**src/rtl/mux_arb_n_pkg.sv**
```systemverilog
// rtl/mux_arb_n_pkg.sv - shared constants for the mux_arb_n selector
package mux_arb_n_pkg;

  localparam logic MODE_EXPLICIT = 1'b0;
  localparam logic MODE_RR       = 1'b1;

endpackage

```
**src/rtl/mux_arb_n_rr_pick.sv**
```systemverilog
// rtl/mux_arb_n_rr_pick.sv - combinational round-robin picker, search starts at base+1
module rr_pick #(
  parameter int N_IN  = 8,
  parameter int SEL_W = $clog2(N_IN)
) (
  input  logic [N_IN-1:0]  req,
  input  logic [SEL_W-1:0] base,
  output logic [SEL_W-1:0] gnt_idx,
  output logic             gnt_any
);

  logic [2*N_IN-1:0] dbl;
  logic [N_IN-1:0]   rot;
  logic [SEL_W:0]    start;
  logic [SEL_W:0]    off;
  logic [SEL_W:0]    pos;

  always_comb begin
    start = {1'b0, base} + 1'b1;
    if (start >= (SEL_W+1)'(N_IN)) start = '0;
    // Rotating a doubled copy puts the start lane at bit 0.
    dbl = {req, req};
    rot = N_IN'(dbl >> start);
    off = '0;
    for (int i = N_IN - 1; i >= 0; i--) begin
      if (rot[i]) off = (SEL_W+1)'(i);
    end
    pos = start + off;
    if (pos >= (SEL_W+1)'(N_IN)) pos = pos - (SEL_W+1)'(N_IN);
    gnt_idx = pos[SEL_W-1:0];
    gnt_any = |req;
  end

endmodule

```
**src/rtl/mux_arb_n.sv**
```systemverilog
// rtl/mux_arb_n.sv - N-lane valid/ready selector with explicit and round-robin grant
module mux_arb_n
  import mux_arb_n_pkg::*;
#(
  parameter int WIDTH = 32,
  parameter int N_IN  = 8,
  parameter int SEL_W = $clog2(N_IN)
) (
  input  logic                  clk,
  input  logic                  reset,
  input  logic                  mode,
  input  logic [SEL_W-1:0]      ctrl,
  input  logic [N_IN*WIDTH-1:0] in_data,
  input  logic [N_IN-1:0]       in_valid,
  output logic [N_IN-1:0]       in_ready,
  output logic [WIDTH-1:0]      out_data,
  output logic [SEL_W-1:0]      out_sel,
  output logic                  out_valid,
  input  logic                  out_ready,
  output logic                  sel_err
);

  logic [SEL_W-1:0] last_grant;
  logic [SEL_W-1:0] rr_idx;
  logic             rr_any;
  logic [SEL_W-1:0] gnt_idx;
  logic             grant;
  logic             exp_any;
  logic             ctrl_ok;
  logic             load_ok;
  logic             xfer;
  logic [WIDTH-1:0] lane_data;

  rr_pick #(.N_IN(N_IN), .SEL_W(SEL_W)) u_rr_pick (
    .req     (in_valid),
    .base    (last_grant),
    .gnt_idx (rr_idx),
    .gnt_any (rr_any)
  );

  assign load_ok = !out_valid || out_ready;
  assign ctrl_ok = int'(ctrl) < N_IN;

  always_comb begin
    exp_any = 1'b0;
    for (int i = 0; i < N_IN; i++) begin
      if (int'(ctrl) == i && in_valid[i]) exp_any = 1'b1;
    end
    gnt_idx = (mode == MODE_RR) ? rr_idx : ctrl;
    grant   = (mode == MODE_RR) ? rr_any : exp_any;
    xfer    = grant && load_ok;
    lane_data = '0;
    in_ready  = '0;
    for (int i = 0; i < N_IN; i++) begin
      if (gnt_idx == SEL_W'(i)) begin
        lane_data   = in_data[i*WIDTH +: WIDTH];
        // Async reset must also withdraw acceptance while it is held.
        in_ready[i] = xfer && !reset;
      end
    end
  end

  always_ff @(posedge clk or posedge reset) begin
    if (reset) begin
      out_data   <= '0;
      out_sel    <= '0;
      out_valid  <= 1'b0;
      sel_err    <= 1'b0;
      last_grant <= SEL_W'(N_IN - 1);
    end else begin
      sel_err <= (mode == MODE_EXPLICIT) && !ctrl_ok;
      if (xfer) begin
        out_data   <= lane_data;
        out_sel    <= gnt_idx;
        out_valid  <= 1'b1;
        last_grant <= gnt_idx;
      end else if (out_ready) begin
        out_valid <= 1'b0;
      end
    end
  end

endmodule
```
**config.mk**
```make
export PLATFORM = sky130hd
export DESIGN_NAME = mux_arb_n
export DESIGN_NICKNAME = d
export VERILOG_FILES = /design/src/rtl/mux_arb_n_pkg.sv /design/src/rtl/mux_arb_n_rr_pick.sv /design/src/rtl/mux_arb_n.sv
export SDC_FILE = /design/constraint.sdc
export NUM_CORES = 1
export LEC_CHECK = 0
export CORE_MARGIN = 4
export CORE_UTILIZATION = 35
export DETAILED_ROUTE_END_ITERATION = 16
export PLACE_DENSITY = 0.81
export SLEW_MARGIN = 15
export SYNTH_ARGS = -nofsm -noshare
export SYNTH_HDL_FRONTEND = slang
export SYNTH_SLANG_ARGS = --single-unit
```
**constraint.sdc**
```tcl
create_clock -name clk -period 12.55 [get_ports clk]
set_input_delay 1.8825 -clock clk [delete_from_list [all_inputs] [get_ports clk]]
set_output_delay 1.8825 -clock clk [all_outputs]
set_load 0.02 [all_outputs]
```
## After elaboration in Yosys (flattened, before gate mapping)

Index checks and enable logic that the tools add are counted.

- Add/sub/neg operators: 3
- $lt $le $gt $ge: 2
- Eq/ne operators: 14
- Shift-type cells: 1
- Multiplexer cells: 38
- Reductions and logical operators: 17

Operators with widths:

| cell | number |
|---|---|
| 32-bit two-way mux | 8 |
| 3-bit two-way mux | 10 |
| 3-bit equality test, second input constant | 8 |
| 1-bit two-way mux | 19 |
| 16-bit by 4-bit >> shifter with 8-bit output | 1 |
| 3-bit by 2-bit equality test with 1-bit output, second input constant | 4 |
| 1-bit logical AND | 10 |
| 4-bit greater-or-equal comparator, second input constant | 2 |
| 8-bit OR reduction | 1 |
| 3-bit by 1-bit equality test with 1-bit output, second input constant | 2 |
| 3-bit logical NOT | 2 |
| 3-bit by 1-bit adder with 4-bit output, second input constant | 1 |
| 4-bit by 3-bit adder with 4-bit output | 1 |
| 4-bit two-way mux | 1 |
| 3-bit by 1-bit subtractor with 3-bit output, second input constant | 1 |
| 1-bit logical NOT | 2 |
| 2-bit nonzero test | 1 |
| 1-bit logical OR | 1 |

- Flip-flop bits (word level): 39
- Input port bits: 271
- Output and inout port bits: 45
- Word-level logic and storage cells: 79

## Depth between registers and ports, before layout

- Word-level depth: 25
- Gate-level depth with buffers: 23
- Gate-level depth less buffers: 20

## Hierarchy

Synthesis repeated with hierarchy kept, for this count alone.

- Cell total of the unflattened synthesis: 531
- Area, all modules: 4265.3 um^2

Modules (own cells, without submodules):

| module | times used | cells each | area each (um^2) | sequential area each (um^2) |
|---|---|---|---|---|
| mux_arb_n | 1 | 476 | 3777.4 | 979.7 |
| rr_pick | 1 | 55 | 488.0 | 0.0 |

## Least setup slack after synthesis

Ideal clock, no wire load.

- Path type: input -> output
- From: input port in_valid[1]
- To: output port in_ready[4]
- Data arrival time: 5.262 ns
- Required time: 10.667 ns
- Setup slack: 5.406 ns
- Cell stages on the path: 15
- Path buffers: 2
- Path through: mux2_1 nor2_1 a21oi_1 a221oi_1 nor2_1 o221ai_1 a21oi_1 a21oi_1 ha_1 fa_1 clkbuf_1 mux2i_1 clkbuf_1 nand2_1 nor3_1

- Word-level cells in the longest chain between the ends: 15

Ends and longest elaborated chain:

| item | RTL line | text |
|---|---|---|
| start: declaration | mux_arb_n.sv:14 | `input logic [N_IN-1:0] in_valid,` |
| 16-bit by 4-bit >> shifter with 8-bit output | mux_arb_n_rr_pick.sv:23 | `rot = N_IN'(dbl >> start);` |
| 3-bit two-way mux (8 in series) | mux_arb_n_rr_pick.sv:26 | `if (rot[i]) off = (SEL_W+1)'(i);` |
| 4-bit by 3-bit adder with 4-bit output | mux_arb_n_rr_pick.sv:28 | `pos = start + off;` |
| 4-bit greater-or-equal comparator or 3-bit by 1-bit subtractor with 3-bit output (tied branches) | mux_arb_n_rr_pick.sv:29 | `if (pos >= (SEL_W+1)'(N_IN)) pos = pos - (SEL_W+1)'(N_IN);` |
| 3-bit two-way mux | mux_arb_n_rr_pick.sv:29 |  |
| 3-bit two-way mux | mux_arb_n.sv:49 | `gnt_idx = (mode == MODE_RR) ? rr_idx : ctrl;` |
| 3-bit equality test | mux_arb_n.sv:55 | `if (gnt_idx == SEL_W'(i)) begin` |
| 1-bit two-way mux (*) | mux_arb_n.sv:55 |  |
| end: declaration | mux_arb_n.sv:15 | `output logic [N_IN-1:0] in_ready,` |

Mark *: on every way between the ends. The rest lies on a longest branch, timed or not.

## Final worst setup path

- From: input port in_valid[1]
- To: output port in_ready[5]

Same word-level chain as after synthesis.

==> run summary <==
Status: finished, final reports clean
Share of the yosys chip area belonging to registers: 18.6%
Fin. Hold Viols: 0
All-Layer GR Usage: 28.7%
Diodes inserted: 0
Finished Layout Cells: 1098
Clock Tree Buf Depth: 2
Core Region: 14600 um2
Post-synth EDFFs: 0
Routed vias/inst: 6.29
Cells on Worst Hold Path: 2
Layout cell share with drive strength beyond 1: 10.4%
Kind of cell adding the most delay to the critical path: buffers and inverters
Hold_ws: 503 ps
FF+latch count, synth: 39
Die width: 131 um
Cell row count: 44
GPL Wtd Cong: 0.947
Post-CTS Resized: 0
Initial core utilization: 36.0%
Setup TNS: 0 ps
Synthesized instance count: 645
Num CTS Buffers: 5
Slew Limit Fails: 0
Die area: 17100 um2
Setup crit start kind: input pin
Postcts setup bufs: 0
Synth Area in Simple Gates: 17.5%
Initial antenna violation count: 1
Yosys cell types: 58
Max Freq: 112 MHz
CTS root buf: clkbuf_16
Top Ports: 316
Drt initial violations: 862
Crit path depth: 17
Synth warnings: 0
Vias in the first global route: 6521
RSZ-0062 raised after global routing: no
Max-slew headroom: 21.0%
Compound-Gate Fraction of Synth Area: 37.7%
Final period utilization: 71.2%
CP Capture Type: output port
Adder-cell area share of the yosys netlist: 0.856%
Kind of critical path: input pin to output port
Wirelength per Cell: 24.2 um
Fraction of registers with async set or reset after synthesis: 100%
IO Port Bufs: 314
Critical-path top delay cell: clkdlybuf4s50_1
Clock slew at reported path FFs: 60 ps
Clock sinks: 39
H-tree depth: 2
Congestion Overflow GR: 0
Minimum clock period: 8940 ps
Max incr delay on CP: 640 ps
Cell Chain, Critical Path: clkdlybuf4s50_1, mux2_1, nor2_1, a21oi_1, a221oi_1, nor2_1, o221ai_1, a21oi_1, a21oi_1, ha_2, fa_2, buf_4, mux2i_4, buf_4, nand3_2, nor2_1, clkdlybuf4s50_1
Reg2reg path depth: 18
Largest net degree at the start of global routing: 64
Pwr dens: 351 nW/um2
Setup violators final: 0
CTS tree: yes
Chip Height: 131 um
DRT Pass-1 Iters: 7
Worst EP required: 10670 ps
# DRC: 0
Cell Area, Synth: 5270 um2
Leak: 3.26 nW
Fillcell total: 1328
Synth Area in XOR/XNOR: 0.166%
Top FF cell, synth: dfrtp_1
Buf+Inv Stages, Crit Path: 4
Vias after detailed routing: 6903
First-pass GRT wire length: 38.0 mm
Mux cell area share after synthesis: 19.2%
Post-DRT Antenna Nets: 0
Post-CTS Hold Buffers: 0
Nets: 1187
Post-placement cell count: 1090
Hpwl dp: 20.6 mm
Worst Path Arrival: 7060 ps
Worst-margin pin slew: 1160 ps
Worst vdd ir: 346 uV
Largest family of logic cells by synthesized area: compound AO/OA/AOI/OAI gates
Drt total wl: 26.5 mm
CP max FO: 36
Maxcap violations: 0
Area grow syn2layout: 64.5%
Syn Area/Cell: 8.16 um2
Worst min-delay path category: register to register
Mapped Nets: 919
Clock latency on the worst-skew pair: 290 ps
Clock Skew: 7.60 ps
[where the power goes]
| part | switching [mW] | internal, mW |
|---|---|---|
| registers | 0.0452 | 0.196 |
| logic | 1.51 | 1.12 |
| clock network | 0.0555 | 0.114 |
[area by class of cell]
| type | instances | area [um2] | area share, % |
|---|---|---|---|
| tap | 184 | 230 | 2.66 |
| clock buffer | 5 | 125 | 1.44 |
| sequential | 39 | 980 | 11.3 |
| timing repair buffer | 324 | 3220 | 37.1 |
| clock inverter | 3 | 67.6 | 0.780 |
| inverter | 2 | 7.51 | 0.0867 |
| multi-input combinational | 541 | 4040 | 46.6 |
[through the flow]
stage	power (mW)	utilization [%]	instance area, um2	setup WS, ps
2_1_floorplan	2.15	-	5270	5410
3_3_place_gp	2.79	57.8	8470	3690
3_5_place_dp	2.82	57.8	8470	3620
4_1_cts	3.00	59.1	8660	3630
5_1_grt	3.23	59.2	8660	3230
6_report	3.04	59.2	8660	3610
[logic make-up after synthesis]
group | count (synthesis)
muxes | 63
xor gates and xnor gates | 1
buffers and inverters | 65
and+or+nand+nor | 212
DFF | 39
adders and majority gates | 3
other | 1
AOI/OAI and AO/OA | 261
[per-layer routing]
layer | up-vias | part of all wire, % | GRT usage, %
met5 | - | 0.026 | 0
met4 | 2 | 3.2 | 8.83
met3 | 54 | 11 | 6.95
met2 | 461 | 47 | 45.5
met1 | 3293 | 39 | 39.0
li1 | 3093 | - | -
[synthesized netlist by cell type, types with 3 or more instances]
| cell | count | area [um2] |
|---|---|---|
| nand2_1 | 128 | 480 |
| a21oi_1 | 71 | 355 |
| clkbuf_1 | 42 | 158 |
| nor2_1 | 39 | 146 |
| dfrtp_1 | 36 | 901 |
| mux4_2 | 29 | 653 |
| a221o_1 | 26 | 260 |
| a222oi_1 | 26 | 260 |
| a2bb2oi_1 | 26 | 228 |
| a31oi_1 | 26 | 163 |
| mux2i_1 | 23 | 230 |
| o21ai_0 | 23 | 115 |
| o211ai_2 | 19 | 238 |
| nand2b_1 | 10 | 62.6 |
| o211ai_1 | 9 | 67.6 |
| buf_1 | 8 | 30.0 |
| buf_6 | 7 | 78.8 |
| nand3_1 | 7 | 35.0 |
| nor3_1 | 7 | 35.0 |
| o221ai_1 | 7 | 61.3 |
| mux2_1 | 5 | 56.3 |
| mux2_2 | 5 | 56.3 |
| o2bb2ai_1 | 5 | 43.8 |
| or4_1 | 5 | 37.5 |
| nor2b_1 | 4 | 25.0 |
| o31ai_1 | 4 | 30.0 |
| a221oi_1 | 3 | 26.3 |
| buf_2 | 3 | 15.0 |
| buf_4 | 3 | 22.5 |
| dfstp_2 | 3 | 78.8 |
| o21ai_1 | 3 | 15.0 |
[sequential cells by signal, indices dropped and copies added (netlist names)]
register,count
out_valid,1
last_grant,3
out_sel,3
out_data,32
[path summary, 6_finish.rpt]
path / start / end / slack [ps]
setup / recovery: in_valid[1] / in_ready[5] / 3610
hold / removal: last_grant[2] / last_grant[2] / 500
min in group asynchronous: reset / out_data[6] / 2030
max in group asynchronous: reset / last_grant[2] / 10120
hold reg to reg: last_grant[2] / last_grant[2] / 500
setup reg to reg: last_grant[0] / out_data[19] / 5810
[cell usage in the layout, fill, tap and decap left out, drive strengths merged, types with 11 or more instances in the layout]
cell type and count:
clkdlybuf4s50 314, nand2 129, a21oi 71, nor2 39, dfrtp 36, mux4 29, o211ai 28, a2bb2oi 26
a222oi 26, a221o 26, a31oi 26, o21ai 26, mux2i 23, mux2 11
[worst register-to-register path, stage by stage (launching register included)]
cell and delay [ps]:
dfstp_2 710, ha_1 670, mux2i_1 510, a21oi_1 140
a221oi_1 310, nor2_1 70, o221ai_1 260, a21oi_1 110
a21oi_1 180, ha_2 290, buf_4 300, mux2i_4 930
nand2_1 430, nor2_2 950, nand2_1 130, nand2_1 110
a21oi_1 80, a2bb2oi_1 320, a221o_1 190
No activity file was read; power rests on OpenSTA's default activity.
